[src/rtl/mult_err_pkg.sv]
// Shared types and constants for the multiplier error monitor.
// Holds the FSM state enum, default sizes and the drain length.
package mult_err_pkg;

  localparam int unsigned DEF_WIDTH       = 8;
  localparam int unsigned DEF_SAMPLE_LOG2 = 8;
  localparam int unsigned DRAIN_CYCLES    = 2;

  typedef enum logic [1:0] {
    IDLE,
    RUN,
    DRAIN,
    DONE
  } state_e;

endpackage

[src/rtl/mult_err_dist_pipe.sv]
// Two-stage error-distance datapath: |a*b - p_approx|.
// Ports: clk, rst_n, a, b, p_approx, valid -> ed, ed_valid.
module err_dist_pipe
  import mult_err_pkg::*;
#(
  parameter int WIDTH = DEF_WIDTH
) (
  input  logic               clk,
  input  logic               rst_n,
  input  logic [WIDTH-1:0]   a,
  input  logic [WIDTH-1:0]   b,
  input  logic [2*WIDTH-1:0] p_approx,
  input  logic               valid,
  output logic [2*WIDTH-1:0] ed,
  output logic               ed_valid
);

  localparam int PW = 2 * WIDTH;

  logic [WIDTH-1:0] a_q;
  logic [WIDTH-1:0] b_q;
  logic [PW-1:0]    p_q;
  logic             v1_q;

  logic [PW-1:0]    ed_q;
  logic [PW-1:0]    ed_d;
  logic             v2_q;

  logic [PW-1:0]    prod;
  logic [PW:0]      diff;
  logic [PW-1:0]    diff_lo;

  always_ff @(posedge clk or negedge rst_n) begin
    if (!rst_n) begin
      a_q  <= '0;
      b_q  <= '0;
      p_q  <= '0;
      v1_q <= 1'b0;
    end else begin
      a_q  <= a;
      b_q  <= b;
      p_q  <= p_approx;
      v1_q <= valid;
    end
  end

  assign prod    = {{WIDTH{1'b0}}, a_q} * {{WIDTH{1'b0}}, b_q};
  assign diff    = {1'b0, prod} - {1'b0, p_q};
  assign diff_lo = diff[PW-1:0];

  // |diff| < 2**PW, so negating the low PW bits gives the magnitude.
  always_comb begin
    ed_d = diff_lo;
    if (diff[PW]) begin
      ed_d = ~diff_lo + PW'(1);
    end
  end

  always_ff @(posedge clk or negedge rst_n) begin
    if (!rst_n) begin
      ed_q <= '0;
      v2_q <= 1'b0;
    end else begin
      ed_q <= ed_d;
      v2_q <= v1_q;
    end
  end

  assign ed       = ed_q;
  assign ed_valid = v2_q;

endmodule

[src/rtl/mult_err_monitor.sv]
// Windowed error statistics for the approximate multiplier.
// Ports: start/in_valid/a/b/p_approx in; in_ready/busy/done/err_* out.
module mult_err_monitor
  import mult_err_pkg::*;
#(
  parameter int WIDTH       = DEF_WIDTH,
  parameter int SAMPLE_LOG2 = DEF_SAMPLE_LOG2,
  parameter int ACC_W       = 2 * WIDTH + SAMPLE_LOG2
) (
  input  logic                   clk,
  input  logic                   rst_n,
  input  logic                   start,
  input  logic                   in_valid,
  output logic                   in_ready,
  input  logic [WIDTH-1:0]       a,
  input  logic [WIDTH-1:0]       b,
  input  logic [2*WIDTH-1:0]     p_approx,
  output logic                   busy,
  output logic                   done,
  output logic [SAMPLE_LOG2:0]   err_count,
  output logic [2*WIDTH-1:0]     err_max,
  output logic [ACC_W-1:0]       err_sum
);

  localparam int PW = 2 * WIDTH;
  localparam int CW = SAMPLE_LOG2 + 1;
  localparam logic [CW-1:0] LAST  = CW'((2 ** SAMPLE_LOG2) - 1);
  localparam logic [1:0]    DLAST = 2'(DRAIN_CYCLES - 1);

  state_e        state_q;
  state_e        state_d;
  logic [CW-1:0] cnt_q;
  logic [CW-1:0] cnt_d;
  logic [1:0]    drn_q;
  logic [1:0]    drn_d;

  logic          accept;
  logic          clr;
  logic [PW-1:0] ed;
  logic          ed_valid;

  logic [CW-1:0]    cnt_err_q;
  logic [PW-1:0]    max_q;
  logic [ACC_W-1:0] sum_q;

  assign in_ready = (state_q == RUN);
  assign busy     = (state_q == RUN) || (state_q == DRAIN);
  assign done     = (state_q == DONE);

  assign accept = in_valid && in_ready;
  assign clr    = start && ((state_q == IDLE) || (state_q == DONE));

  always_comb begin
    state_d = state_q;
    cnt_d   = cnt_q;
    drn_d   = drn_q;
    unique case (state_q)
      IDLE, DONE: begin
        if (start) begin
          state_d = RUN;
          cnt_d   = '0;
        end
      end
      RUN: begin
        if (accept) begin
          cnt_d = cnt_q + CW'(1);
          if (cnt_q == LAST) begin
            state_d = DRAIN;
            drn_d   = '0;
          end
        end
      end
      DRAIN: begin
        if (drn_q == DLAST) begin
          state_d = DONE;
        end else begin
          drn_d = drn_q + 2'd1;
        end
      end
      default: state_d = IDLE;
    endcase
  end

  always_ff @(posedge clk or negedge rst_n) begin
    if (!rst_n) begin
      state_q <= IDLE;
      cnt_q   <= '0;
      drn_q   <= '0;
    end else begin
      state_q <= state_d;
      cnt_q   <= cnt_d;
      drn_q   <= drn_d;
    end
  end

  err_dist_pipe #(
    .WIDTH (WIDTH)
  ) u_pipe (
    .clk      (clk),
    .rst_n    (rst_n),
    .a        (a),
    .b        (b),
    .p_approx (p_approx),
    .valid    (accept),
    .ed       (ed),
    .ed_valid (ed_valid)
  );

  // The pipe is always empty when a start is honoured, so clearing
  // never drops a retiring sample.
  always_ff @(posedge clk or negedge rst_n) begin
    if (!rst_n) begin
      cnt_err_q <= '0;
      max_q     <= '0;
      sum_q     <= '0;
    end else if (clr) begin
      cnt_err_q <= '0;
      max_q     <= '0;
      sum_q     <= '0;
    end else if (ed_valid) begin
      sum_q <= sum_q + ACC_W'(ed);
      if (ed > max_q) begin
        max_q <= ed;
      end
      if (|ed) begin
        cnt_err_q <= cnt_err_q + CW'(1);
      end
    end
  end

  assign err_count = cnt_err_q;
  assign err_max   = max_q;
  assign err_sum   = sum_q;

endmodule
[config.mk]
export PLATFORM = sky130hd
export DESIGN_NAME = mult_err_monitor
export DESIGN_NICKNAME = d
export VERILOG_FILES = /design/src/rtl/mult_err_pkg.sv /design/src/rtl/mult_err_dist_pipe.sv /design/src/rtl/mult_err_monitor.sv
export SDC_FILE = /design/constraint.sdc
export NUM_CORES = 1
export LEC_CHECK = 0
export ABC_AREA = 1
export CAP_MARGIN = 20
export CELL_PAD_IN_SITES_DETAIL_PLACEMENT = 0
export CELL_PAD_IN_SITES_GLOBAL_PLACEMENT = 1
export CORE_UTILIZATION = 39
export CTS_CLUSTER_SIZE = 20
export DETAILED_ROUTE_END_ITERATION = 10
export MAX_ROUTING_LAYER = met4
export PLACE_DENSITY_LB_ADDON = 0.1
export REMOVE_ABC_BUFFERS = 1
export SYNTH_ARGS = -nofsm -noshare
export SYNTH_HDL_FRONTEND = slang
export SYNTH_SLANG_ARGS = --single-unit
[constraint.sdc]
create_clock -name clk -period 4.25 [get_ports clk]
set_clock_uncertainty 0.05 [all_clocks]
set_input_delay 0.425 -clock clk [delete_from_list [all_inputs] [get_ports clk]]
set_output_delay 0.425 -clock clk [all_outputs]
set_load 0.03 [all_outputs]
=== Yosys cells after proc, flatten, opt, wreduce, memory -nomap -nowiden ===
Cells that the tools add are included.

* Output and inout bits: 52
* Register bits: 112
* Word-level logic and storage cells: 69
* Input bits: 36

* Reduce and logical (&&, ||, !) cells: 17
* Equality and inequality tests: 10
* Muxes and demuxes: 21
* Add/sub/neg operators: 6
* Multipliers: 1
* Bitwise operators: 1
* $lt $le $gt $ge: 1

{| class="wikitable"
|+ Operator list
! operator !! number
|-
| 2-to-1 mux 16 bit || 4
|-
| 2-to-1 mux 24 bit || 2
|-
| 2-to-1 mux 9 bit || 5
|-
| adder 24 x 16 -> 24 bit || 1
|-
| adder 9 x 1 -> 9 bit (second input constant) || 2
|-
| case mux 9 bit (2 select lines) || 1
|-
| subtractor 16 x 16 -> 17 bit || 1
|-
| adder 16 x 1 -> 16 bit (second input constant) || 1
|-
| > comparator 16 bit || 1
|-
| multiplier 8 x 8 -> 16 bit || 1
|-
| NOT 16 bit || 1
|-
| OR reduction 16 bit || 1
|-
| 2-to-1 mux 2 bit || 7
|-
| nonzero test 2 bit || 5
|-
| equality test 9 x 8 -> 1 bit (second input constant) || 1
|-
| AND reduction 4 bit || 2
|-
| != test 2 x 1 -> 1 bit (second input constant) || 3
|-
| case mux 2 bit (3 select lines) || 1
|-
| equality test 2 x 1 -> 1 bit (second input constant) || 2
|-
| equality test 2 bit (second input constant) || 2
|-
| != test 2 bit (second input constant) || 2
|-
| case mux 2 bit (2 select lines) || 1
|-
| AND reduction 2 bit || 2
|-
| AND reduction 3 bit || 1
|-
| 5 further kinds || 7
|}

=== Depth between registers and ports, before layout ===
Gate-level depths: netlist of run 1.

* Word-level depth: 5
* Gate-level depth with buffers: 26
* Depth with buffers taken out: 25

=== Modules after synthesis ===
Synthesis of run 1 repeated with hierarchy kept, for this count alone.

* Cells, all modules: 1237
* Area total of the unflattened synthesis: 9251.4 µm²

{| class="wikitable"
|+ By module, submodules not included
! module !! instances !! cells each !! area each (µm²)
|-
| err_dist_pipe || 1 || 608 || 4777.1
|-
| mult_err_monitor || 1 || 629 || 4474.3
|}

=== Least setup slack after synthesis of run 1 ===
OpenSTA, ideal clock, no wires.

* Path type: register to register
* Start point: register u_pipe.a_q[3]
* End point: register u_pipe.ed_q[15], in the netlist u_pipe.ed[15]
* Cell stages (with the launch flop): 26
* Path buffers: 2
* Clock period less this slack: 4348 ps
* Arrival: 4181 ps
* Required time: 4083 ps
* Slack: -98 ps
* Path through: dfrtp_1 > clkbuf_1 > nand2_1 > inv_1 > fa_1 > inv_1 > fa_1 > inv_1 > fa_1 > inv_1 > fa_1 > inv_1 > ha_1 > nand2_2 > inv_1 > nand2_1 > nand2_1 > a21oi_1 > nand2_1 > nand2_2 > nand2_4 > buf_8 > nand2_4 > nand3_1 > nand2_1 > nand2_1

* Word-level cells in the longest chain between the ends: 5

{| class="wikitable"
|+ RTL lines
! item !! line !! RTL
|-
| start: declaration || mult_err_dist_pipe.sv:20 || <nowiki>logic [WIDTH-1:0] a_q;</nowiki>
|-
| start signal: assignment || mult_err_dist_pipe.sv:35 || <nowiki>a_q <= '0;</nowiki>
|-
| start signal: assignment || mult_err_dist_pipe.sv:40 || <nowiki>a_q <= a;</nowiki>
|-
| multiplier 8 x 8 -> 16 bit (*) || mult_err_dist_pipe.sv:47 || <nowiki>assign prod = {{WIDTH{1'b0}}, a_q} * {{WIDTH{1'b0}}, b_q};</nowiki>
|-
| subtractor 16 x 16 -> 17 bit (*) || mult_err_dist_pipe.sv:48 || <nowiki>assign diff = {1'b0, prod} - {1'b0, p_q};</nowiki>
|-
| NOT 16 bit || mult_err_dist_pipe.sv:55 || <nowiki>ed_d = ~diff_lo + PW'(1);</nowiki>
|-
| adder 16 x 1 -> 16 bit || mult_err_dist_pipe.sv:55 ||
|-
| 2-to-1 mux 16 bit (*) || mult_err_dist_pipe.sv:54 || <nowiki>if (diff[PW]) begin</nowiki>
|-
| named net u_pipe.ed_d[15] || mult_err_dist_pipe.sv:26 || <nowiki>logic [PW-1:0] ed_d;</nowiki>
|-
| end signal: assignment || mult_err_dist_pipe.sv:61 || <nowiki>ed_q <= '0;</nowiki>
|-
| end signal: assignment || mult_err_dist_pipe.sv:64 || <nowiki>ed_q <= ed_d;</nowiki>
|-
| end: declaration || mult_err_dist_pipe.sv:25 || <nowiki>logic [PW-1:0] ed_q;</nowiki>
|}

Mark *: on every way through the listed nets, which the timed path passes. The rest lies on a longest branch.
A chain may end at the register's enable or synchronous reset.

=== Worst setup path in the final report of run 1 ===
* Start point: register u_pipe.a_q[6]
* End point: register u_pipe.ed_q[6], in the netlist u_pipe.ed[6]

The elaborated chain is that of the path after synthesis.

==> results.md, run 1 <==
- Status: complete, but fails checks
- Failing checks: negative setup slack
- Final #Nets: 1494
- Clock sink count: 112
- Post-synth top area cell: dfrtp_1
- CP arrival: 4.49 ns
- Pin count of the biggest net entering global routing: 46
- Dpl hpwl: 17340 um
- Initial antenna violation count: 0
- Dpl cells: 1580
- Worst EP required: 4.45 ns
- Worst Reg-to-Reg Cells: 20
- Vias in the first global route: 7697
- Ys Warns: 0
- Final-report max-slew violation count: 0
- Die width: 154.1 um
- Row cnt: 55
- Slew headroom: 47.09%
- CTS H-tree depth: 3
- I/O Buffers: 87
- Final min period: 4.283 ns
- Worst Hold Class: flop to flop
- Critical R2R Capture: u_pipe.ed[6]$_DFF_PN0_
- Crit path max fanout: 6
- Top Ports: 88
- Fmax: 233.5 MHz
- Share of cells above drive strength 1: 17.53%
- First-pass GRT wire length: 36840 um
- Post-synth EDFFs: 0
- Busiest grt layer: met2
- Post-Syn Area: 0.009020 mm^2
- Vert. Die Dim: 154.1 um
- Multi-input logic area: 0.005657 mm^2
- GRT Util Overall: 20.03%
- Clock slew at reported path FFs: 0.08 ns
- P&R area growth vs syn: 27.87%
- Die ar.: 0.02374 mm^2
- # setup viols final: 1
- Top cells by area, synth: dfrtp_1, nand2_1, ha_1
- # DRC: 0
- WL final: 21690 um
- Post-Layout Cell Count: 1614
- WS Path Type: flop to flop
- ANT nets after route: 0
- Max Cap Viol: 0
- Met3 global-route usage: 2.311%
- Syn Area/Cell: 7.696 um^2
- Main synth FF type: dfrtp_1
- RSZ-0062 raised after global routing: true
- Register-to-Register Setup Slack: -0.03 ns
- Final instance area: 0.01153 mm^2
- Total gr overflow: 0
- Worst r2r src: u_pipe.a_q[6]$_DFF_PN0_
- Sequential share of the synthesized area: 31.07%
- Max Root-Sink Buffers: 2
- Via density per instance: 4.756
- Core ar.: 0.02264 mm^2
- Fillers: 2212
- Hold path cells: 0
- Async set-reset flop share out of synthesis: 100.0%
- Wire per inst: 13.44 um
- Final hold vios: 0
- Top-count cell post-synth: nand2_1
- Least-Margin Pin Slew: 0.7936 ns
- Setup crit end kind: flop
- FF+latch area: 0.002815 mm^2
- DR pass1 iterations: 6
- Total number of vias: 7676
- Cts bufs inserted: 9
- Post-layout worst setup margin: -0.03322 ns
- Hold wc startpoint: u_pipe.v1_q$_DFF_PN0_
- Crit path launch type: flop
- Crit share post-route: 100.8%
- Initial Util: 39.84%
- IR drop worst, VDD: 0.3655 mV
- Netlist cell types: 44
- Antenna cells: 0
- Mapped Cells: 1172
- Yosys reg bits: 112
- Commonest cells post-synth: nand2_1, inv_1, dfrtp_1
- CTS tree: yes
- Leakage power: 5.992 nW
- Skew-Pair Late Insertion Delay: 0.36 ns
- Placed cell areas: 0.01060 mm^2
- Met1 Usage GRT: 22.50%
- M2 GR Usage: 37.14%
- Hold EP: u_pipe.ed_valid$_DFF_PN0_
- GP Congestion: 0.9606
- Root Buffer: clkbuf_16
- Power Density: 721.5 mW/mm^2
- Post-route setup TNS: -0.03322 ns
- Post-synth top area share: 31.07%
- DRT iter0 DRCs: 324
-- stage by stage --
| step | util (%) | total power, W | hold slack, ns | setup WS, ns |
|---|---|---|---|---|
| final | 50.94 | 0.008322 | 0.3033 | -0.03322 |
| after global routing | 50.94 | 0.009182 | 0.3154 | -0.2204 |
| after CTS | 49.83 | 0.008036 | 0.3074 | -0.06449 |
| after detailed placement | 46.81 | 0.006643 | 0.2918 | -0.3862 |
| after global placement | 46.81 | 0.006607 | 0.2819 | -0.4012 |
| after floorplan | - | 0.004882 | 0.07941 | -0.004771 |
-- where the power goes --
| part | total, W | leakage, nW | internal, W | switching (W) |
|---|---|---|---|---|
| Sequential | 0.00164 | 1.42 | 0.00133 | 0.000312 |
| Clock | 0.000915 | 0.153 | 0.000474 | 0.000440 |
| Combinational | 0.00577 | 4.42 | 0.00241 | 0.00336 |
| Total | 0.00832 | 5.99 | 0.00421 | 0.00411 |
-- metal layers --
layer,up-vias,part of all wire (%)
met2,108,53
met3,31,2.1
li1,3961,-
met1,3576,43
met5,-,0
met4,0,2.1
-- cell usage in the layout, fill, tap and decap left out, types with 14 or more instances in the layout --
| cell | count |
|---|---|
| nand4_1 | 14 |
| clkdlybuf4s50_1 | 86 |
| xor2_1 | 15 |
| a21oi_1 | 55 |
| inv_2 | 16 |
| nand3_1 | 59 |
| nand2_4 | 16 |
| nand2_2 | 44 |
| fa_1 | 50 |
| ha_1 | 72 |
| nor2_1 | 59 |
| inv_1 | 217 |
| nand2_1 | 269 |
| dfrtp_1 | 102 |
| o21ai_0 | 42 |
| buf_4 | 76 |
-- state kept, by name, indices dropped and copies added, names as in the netlist --
name and cells:
u_pipe.b_q 8, err_sum 24, err_count 9, state_q 2
u_pipe.ed 16, u_pipe.ed_valid 1, u_pipe.a_q 8, u_pipe.v1_q 1
cnt_q 9, drn_q 2, err_max 16, u_pipe.p_q 16
-- logic make-up after synthesis --
kind of cell             synth area share, %
AO/OA/AOI/OAI                          7.685
XOR/XNOR                               2.025
adder cells (fa/ha/maj)                22.83
buffers and inverters                  11.19
flip-flops                             31.07
AND/OR/NAND/NOR                        25.19
-- cell type report --
class / instances / area share (%)
inverter: 235 / 7.735
tap: 285 / 3.092
multi-input combinational: 798 / 49.05
sequential: 112 / 24.41
clock inverter: 6 / 0.7485
clock buffer: 10 / 1.985
timing repair buffer: 168 / 12.99
-- worst max-delay path by stage --
stage | startpoint | cells past startpoint | endpoint | slack (ns)
after floorplan | u_pipe.a_q[3]$_DFF_PN0_ | 23 | u_pipe.ed[14]$_DFF_PN0_ | -0.005
after global placement | u_pipe.b_q[7]$_DFF_PN0_ | 22 | u_pipe.ed[15]$_DFF_PN0_ | -0.40
after detailed placement | u_pipe.b_q[7]$_DFF_PN0_ | 22 | u_pipe.ed[15]$_DFF_PN0_ | -0.39
after CTS | u_pipe.a_q[2]$_DFF_PN0_ | 20 | u_pipe.ed[10]$_DFF_PN0_ | -0.06
after global routing | u_pipe.a_q[5]$_DFF_PN0_ | 23 | u_pipe.ed[14]$_DFF_PN0_ | -0.22
final | u_pipe.a_q[6]$_DFF_PN0_ | 20 | u_pipe.ed[6]$_DFF_PN0_ | -0.03
-- worst max-delay path: stages, from the launching register on --
cell,delay [ns]
dfrtp_2,0.45
buf_4,0.14
buf_4,0.13
nand2_1,0.08
fa_1,0.44
fa_1,0.55
inv_1,0.06
fa_1,0.47
ha_1,0.34
ha_4,0.29
nand2_2,0.09
nor3_4,0.20
buf_4,0.15
a21oi_4,0.05
buf_4,0.14
nand2_4,0.05
nand2_4,0.08
nand2_8,0.12
buf_4,0.13
nand2_4,0.03
xor2_1,0.13
-- what timing repair did --
| action | CTS | global route |
|---|---|---|
| endpoints found under the setup margin | 15 | 15 |
| buffers inserted | 7 | 9 |
| pin swaps | 34 | 51 |
| hold buffers | 1 | 0 |
| gates cloned | 1 | 0 |
| gates resized for setup | 68 | 58 |
| endpoints found under the hold margin | 22 | 0 |
Power figures use the tool's default switching activity.
==> run 2: changes to the inputs <==
--- a/config.mk
+++ b/config.mk
@@ -9,9 +9,11 @@
 export CAP_MARGIN = 20
 export CELL_PAD_IN_SITES_DETAIL_PLACEMENT = 0
 export CELL_PAD_IN_SITES_GLOBAL_PLACEMENT = 1
+export CORE_MARGIN = 4
 export CORE_UTILIZATION = 39
 export CTS_CLUSTER_SIZE = 20
 export DETAILED_ROUTE_END_ITERATION = 10
+export GPL_ROUTABILITY_DRIVEN = 1
 export MAX_ROUTING_LAYER = met4
 export PLACE_DENSITY_LB_ADDON = 0.1
 export REMOVE_ABC_BUFFERS = 1
==> run 2 against run 1 <==
Die area is 7.9% higher. Largest cell class unchanged. The flow now finishes without violations. Largest power group unchanged. Critical endpoint is now u_pipe.ed[14]$_DFF_PN0_. Worst hold slack got worse by 0.27 ns. Non-clock buffer count fell by 6.
==> results.md, run 2 (same netlist as run 1, synthesis figures left out) <==
- Status: completed
- Initial antenna violation count: 0 (unchanged)
- Wire per inst: 13.56 um (+0.89%)
- Max Root-Sink Buffers: 2 (unchanged)
- Setup crit end kind: flop
- # setup viols final: 0 (-1)
- Max Cap Viol: 0 (unchanged)
- WS Path Type: flop to flop
- CP arrival: 4.43 ns (-0.06 ns)
- Crit path launch type: flop
- Most common cell after layout, fill and taps aside: nand2_1
- Leakage power: 5.966 nW (-0.45%)
- CP cell instances: buf_6 -> nand2_1 -> fa_1 -> inv_1 -> fa_1 -> fa_1 -> inv_2 -> fa_1 -> inv_2 -> ha_4 -> nand2_4 -> nor2_4 -> nand3_4 -> nand2_2 -> nand2_1 -> nand2_1 -> nand2_2 -> nor2_4 -> nand2_2 -> nand2_4 -> nand2_1 -> nand2_1 -> nand2_1
- Multi-input logic area: 0.005792 mm^2 (+2.4%)
- Crit path max fanout: 5 (-1)
- Total number of vias: 7623 (-0.69%)
- Worst EP required: 4.45 ns (about the same)
- RSZ-0062 raised after global routing: true
- Share of cells above drive strength 1: 19.50% (+2.0 points)
- Hold_buf cts: 0 (-1)
- Worst Hold Class: input port to async pin
- Initial Util: 39.72% (-0.12 points)
- First-pass GRT wire length: 36940 um (+0.26%)
- Die ar.: 0.02563 mm^2 (+7.9%)
- Post-layout worst setup margin: 0.02184 ns (+0.05506 ns)
- Pin count of the biggest net entering global routing: 50 (+8.7%)
- Final #Nets: 1488 (-0.40%)
- Clock sink count: 112 (unchanged)
- Top Ports: 88 (unchanged)
- Final core utilization: 51.15% (+0.20 points)
- Slew headroom: 36.75% (-10 points)
- # DRC: 0 (unchanged)
- IR drop worst, VDD: 0.2932 mV (-20%)
- I/O Buffers: 87 (unchanged)
- Cell repeated most along the worst path: nand2_1
- Die width: 160.1 um (+3.9%)
- CTS tree: yes
- Final Power: 0.008482 W (+1.9%)
- Crit share post-route: 99.49% (-1.3 points)
- DR pass1 iterations: 4 (-2)
- WL final: 21800 um (+0.51%)
- DRT iter0 DRCs: 215 (-34%)
- CTS H-tree depth: 3 (unchanged)
- Max reg flops: 24 (unchanged)
- Vias in the first global route: 7699 (+0.026%)
- Crit path buffers/inverters: 4 (-2)
- Dpl hpwl: 17240 um (-0.57%)
- Power Density: 730.3 mW/mm^2 (+1.2%)
- Fillers: 2248 (+1.6%)
- Antenna cells: 0 (unchanged)
- Least-Margin Pin Slew: 0.9452 ns (+0.1516 ns)
- GRT Util Overall: 17.89% (-2.1 points)
- Post-place setup slack: -0.3729 ns (+0.01328 ns)
- Total gr overflow: 0 (unchanged)
- Final min period: 4.228 ns (-0.05506 ns)
- Core ar.: 0.02271 mm^2 (+0.30%)
- Final-report max-slew violation count: 0 (unchanged)
- Worst path slowest cell: fa_1
- Cts bufs inserted: 9 (unchanged)
- Fmax: 236.5 MHz (+1.3%)
- Clock slew at reported path FFs: 0.08 ns (about the same)
- Via density per instance: 4.741 (-0.32%)
- GP Congestion: 0.8563 (-11%)
- Crit-path max cell delay: 0.56 ns (about the same)
- Most frequent cells in the layout: nand2_1, inv_1, dfrtp_1
- Row cnt: 55 (unchanged)
- Final hold vios: 0 (unchanged)
- FF+latch area: 0.002816 mm^2 (about the same)
- Skew-Pair Late Insertion Delay: 0.36 ns (about the same)
- Cell family with most CP delay: adder cells
- Root Buffer: clkbuf_16
- ANT nets after route: 0 (unchanged)
- Vert. Die Dim: 160.1 um (+3.9%)
- P&R area growth vs syn: 28.77%
run 2: cell types whose count changed in the layout (fill, tap and decap cells not counted), sizes merged:
cell and change:
buf -5, clkbuf +2, clkinv -1, dlygate4sd3 -1
bufinv -1
run 2: final timing paths:
check                                         from                        end  slack [ns]  cells past startpoint
setup / recovery           u_pipe.a_q[6]$_DFF_PN0_    u_pipe.ed[14]$_DFF_PN0_        0.02                     23
hold / removal                               rst_n     err_max[5]$_DFFE_PN0P_        0.03                      1
setup reg to reg           u_pipe.a_q[6]$_DFF_PN0_    u_pipe.ed[14]$_DFF_PN0_        0.02                     23
hold reg to reg              u_pipe.v1_q$_DFF_PN0_  u_pipe.ed_valid$_DFF_PN0_        0.30                      0
max in group asynchronous                    rst_n    u_pipe.ed[15]$_DFF_PN0_        3.19                      2
min in group clk             u_pipe.v1_q$_DFF_PN0_  u_pipe.ed_valid$_DFF_PN0_        0.30                      0
run 2: final cells by class:
type                    instances  share of cell area, %
well taps                     285                  3.070
inverters                     235                  7.724
clock inverters                 4                 0.2909
multi-input cells             798                  49.87
flip-flops and latches        112                  24.25
clock buffers                  12                  2.036
repair buffers                162                  12.77
run 2: per-layer routing:
metal	vias up	share of wire [%]	wire length, um	global-route usage, %
li1	3945	-	-	-
met1	3560	44	9582	21.12
met2	100	52	11380	32.72
met3	18	2.6	570	2.219
met4	0	1.2	269	3.833
met5	-	0	0	-
run 2: report_power, final:
| part | leakage (nW) | internal [W] | switching (W) | total [W] |
|---|---|---|---|---|
| combinational | 4.42 | 0.00254 | 0.00348 | 0.00602 |
| clock | 0.133 | 0.000408 | 0.000426 | 0.000834 |
| sequential | 1.41 | 0.00133 | 0.000305 | 0.00163 |
| total | 5.97 | 0.00427 | 0.00421 | 0.00848 |
run 2: per-stage QoR:
step | setup TNS, ns | hold slack, ns | instances | area (um^2)
6_report | 0 | 0.03459 | 1608 | 11610
5_1_grt | -1.744 | 0.09088 | 1608 | 11610
4_1_cts | 0 | 0.06336 | 1604 | 11260
3_5_place_dp | -3.879 | 0.2847 | 1578 | 10600
3_3_place_gp | -3.130 | 0.2849 | 1578 | 10600
2_1_floorplan | -0.004771 | 0.07941 | 1144 | 8892
run 2: timing repair:
action / CTS / global route
gates cloned: 1 / 0
resized for setup: 79 / 94
setup buffers: 9 / 5
setup endpoints to repair: 15 / 15
endpoints found under the hold margin: 0 / 0
pin swaps: 56 / 65
==> run 3: changes to the inputs <==
--- a/config.mk
+++ b/config.mk
@@ -16,7 +16,6 @@
 export GPL_ROUTABILITY_DRIVEN = 1
 export MAX_ROUTING_LAYER = met4
 export PLACE_DENSITY_LB_ADDON = 0.1
-export REMOVE_ABC_BUFFERS = 1
 export SYNTH_ARGS = -nofsm -noshare
 export SYNTH_HDL_FRONTEND = slang
 export SYNTH_SLANG_ARGS = --single-unit
==> run 3 against run 2 <==
The run now ends with negative setup slack left. Die area stayed put. Clock power is 3.7% higher. Critical path type unchanged. Highest routed layer unchanged. Global-route usage is 1.4 points higher. Via count is 0.81% higher. Count of clock-buffer cells in the layout is 3 lower. Routed wire length is 5.4% higher. Sequential share of layout area is 0.10 points higher. First-iteration DRC count is 120% higher. Worst hold slack better by 0.27 ns. Cell area is 0.32% lower. Critical endpoint is now u_pipe.ed[2]$_DFF_PN0_.
==> results.md, run 3 (same netlist as run 1, synthesis figures left out) <==
- Max reg flops: 24 (unchanged)
- Crit share post-route: 100.0% (+0.52 points)
- WHS: 0.3062 ns (+0.2717 ns)
- Most frequent cells in the layout: nand2_1, inv_1, dfrtp_1
- Crit path max fanout: 6 (+1)
- Die width: 160.1 um (unchanged)
- Failing checks: negative setup slack
- First-pass GRT wire length: 39290 um (+6.4%)
- WL final: 22970 um (+5.4%)
- Via density per instance: 4.779 (+0.81%)
- Power Density: 735.2 mW/mm^2 (+0.67%)
- # setup viols final: 1 (+1)
- Root Buffer: clkbuf_16
- Clock sink count: 112 (unchanged)
- Placed cell areas: 0.01055 mm^2 (-0.43%)
- DR pass1 iterations: 5 (+1)
- Slew headroom: 33.56% (-3.2 points)
- Vert. Die Dim: 160.1 um (unchanged)
- CP arrival: 4.46 ns (+0.03 ns)
- Fmax: 235.3 MHz (-0.52%)
- Synthesized Nets: 1342
- GP Congestion: 0.8343 (-2.6%)
- DRT iter0 DRCs: 471 (+120%)
- Vias in the first global route: 8033 (+4.3%)
- Crit path launch type: flop
- I/O Buffers: 87 (unchanged)
- ANT nets after route: 0 (unchanged)
- Cts bufs inserted: 9 (unchanged)
- Top Ports: 88 (unchanged)
- Skew-Pair Late Insertion Delay: 0.37 ns (about the same)
- CTS H-tree depth: 3 (unchanged)
- RSZ-0062 raised after global routing: true
- WS Path Type: flop to flop
- Final core utilization: 50.98% (-0.17 points)
- Max Root-Sink Buffers: 2 (unchanged)
- Total number of vias: 7685 (+0.81%)
- Wire per inst: 14.29 um (+5.4%)
- Pin count of the biggest net entering global routing: 46 (-8.0%)
- Final instance area: 0.01158 mm^2 (-0.32%)
- Die ar.: 0.02563 mm^2 (unchanged)
- Post-layout worst setup margin: -0.0001230 ns (-0.02196 ns)
- Max Cap Viol: 0 (unchanged)
- # DRC: 0 (unchanged)
- Row cnt: 55 (unchanged)
- GRT Util Overall: 19.34% (+1.4 points)
- Most common cell after layout, fill and taps aside: nand2_1
- Final hold vios: 0 (unchanged)
- Core ar.: 0.02271 mm^2 (unchanged)
- Dpl hpwl: 18270 um (+6.0%)
- Final #Nets: 1489 (+0.067%)
- Status: complete, but fails checks
- CTS tree: yes
- Final min period: 4.250 ns (+0.02196 ns)
- Total gr overflow: 0 (unchanged)
- Final-report max-slew violation count: 0 (unchanged)
- Worst Hold Class: flop to flop
- Worst EP required: 4.46 ns (about the same)
- Initial antenna violation count: 0 (unchanged)
- Antenna cells: 0 (unchanged)
- P&R area growth vs syn: 28.35%
- Share of cells above drive strength 1: 19.50% (unchanged)
- IR drop worst, VDD: 0.3517 mV (+20%)
- Setup crit end kind: flop
- Least-Margin Pin Slew: 0.9930 ns (+0.04777 ns)
- Initial Util: 39.72% (unchanged)
- Clock slew at reported path FFs: 0.09 ns (about the same)
- Leakage power: 5.964 nW (about the same)
run 3: repair_timing:
item,4_1_cts,5_1_grt
setup buffers,12,8
endpoints found under the setup margin,15,15
hold buffers,1,0
resized for setup,101,62
gates cloned,1,0
hold endpoints to repair,8,0
pin swaps,48,43
run 3: through the flow:
step | cells | TNS (ns) | worst slack (ns) | power [W]
2_1_floorplan | 1172 | 0 | 0.0001563 | 0.004976
3_3_place_gp | 1571 | -2.228 | -0.2004 | 0.006727
3_5_place_dp | 1571 | -2.878 | -0.2494 | 0.006748
4_1_cts | 1600 | -0.2045 | -0.04850 | 0.008264
5_1_grt | 1608 | -2.437 | -0.2075 | 0.009379
6_report | 1608 | -0.0001230 | -0.0001230 | 0.008511
run 3: final cells by class:
class                      instances  area [um^2]
fill                            2284        11130
multi-input combinational        798         5749
sequential                       112         2819
timing repair buffer             163         1473
inverter                         235        892.1
tap                              285        356.6
clock buffer                       9        225.2
clock inverter                     6        62.56
run 3: worst paths after layout:
| path | slack (ns) | from | end | depth (start not counted) |
|---|---|---|---|---|
| max | -0.0001 | u_pipe.b_q[6]$_DFF_PN0_ | u_pipe.ed[2]$_DFF_PN0_ | 22 |
| min | 0.31 | u_pipe.v1_q$_DFF_PN0_ | u_pipe.ed_valid$_DFF_PN0_ | 0 |
| max reg2reg | -0.0001 | u_pipe.b_q[6]$_DFF_PN0_ | u_pipe.ed[2]$_DFF_PN0_ | 22 |
| min reg2reg | 0.31 | u_pipe.v1_q$_DFF_PN0_ | u_pipe.ed_valid$_DFF_PN0_ | 0 |
| max in group asynchronous | 2.66 | rst_n | err_max[8]$_DFFE_PN0P_ | 3 |
| min in group asynchronous | 0.51 | rst_n | state_q[0]$_DFFE_PN0P_ | 2 |
run 3: power by group:
part           total [W]  internal [W]  switching [W]
registers        0.00166       0.00133       0.000333
logic            0.00599       0.00248        0.00351
clock network   0.000865      0.000413       0.000452
total            0.00851       0.00422        0.00430
run 3: routing by layer:
layer	part of all wire, %	GRT usage (%)
met1	45	24.27
met2	51	33.89
met3	2.7	2.039
met4	1.1	4.263
met5	0	-
run 3: critical path, stage by stage (launching register included):
cell and delay, ns:
dfrtp_2 0.46, nand2_1 0.07, inv_1 0.04, fa_1 0.49, inv_2 0.04, fa_1 0.54
inv_2 0.04, fa_1 0.53, inv_1 0.05, fa_1 0.49, inv_2 0.05, ha_4 0.24
nand2_4 0.09, inv_2 0.04, nand2_2 0.07, nand2_4 0.07, a21oi_4 0.17, nand2_2 0.09
nand2_4 0.12, nand2_8 0.11, inv_8 0.10, nor2_2 0.04, xor2_1 0.15
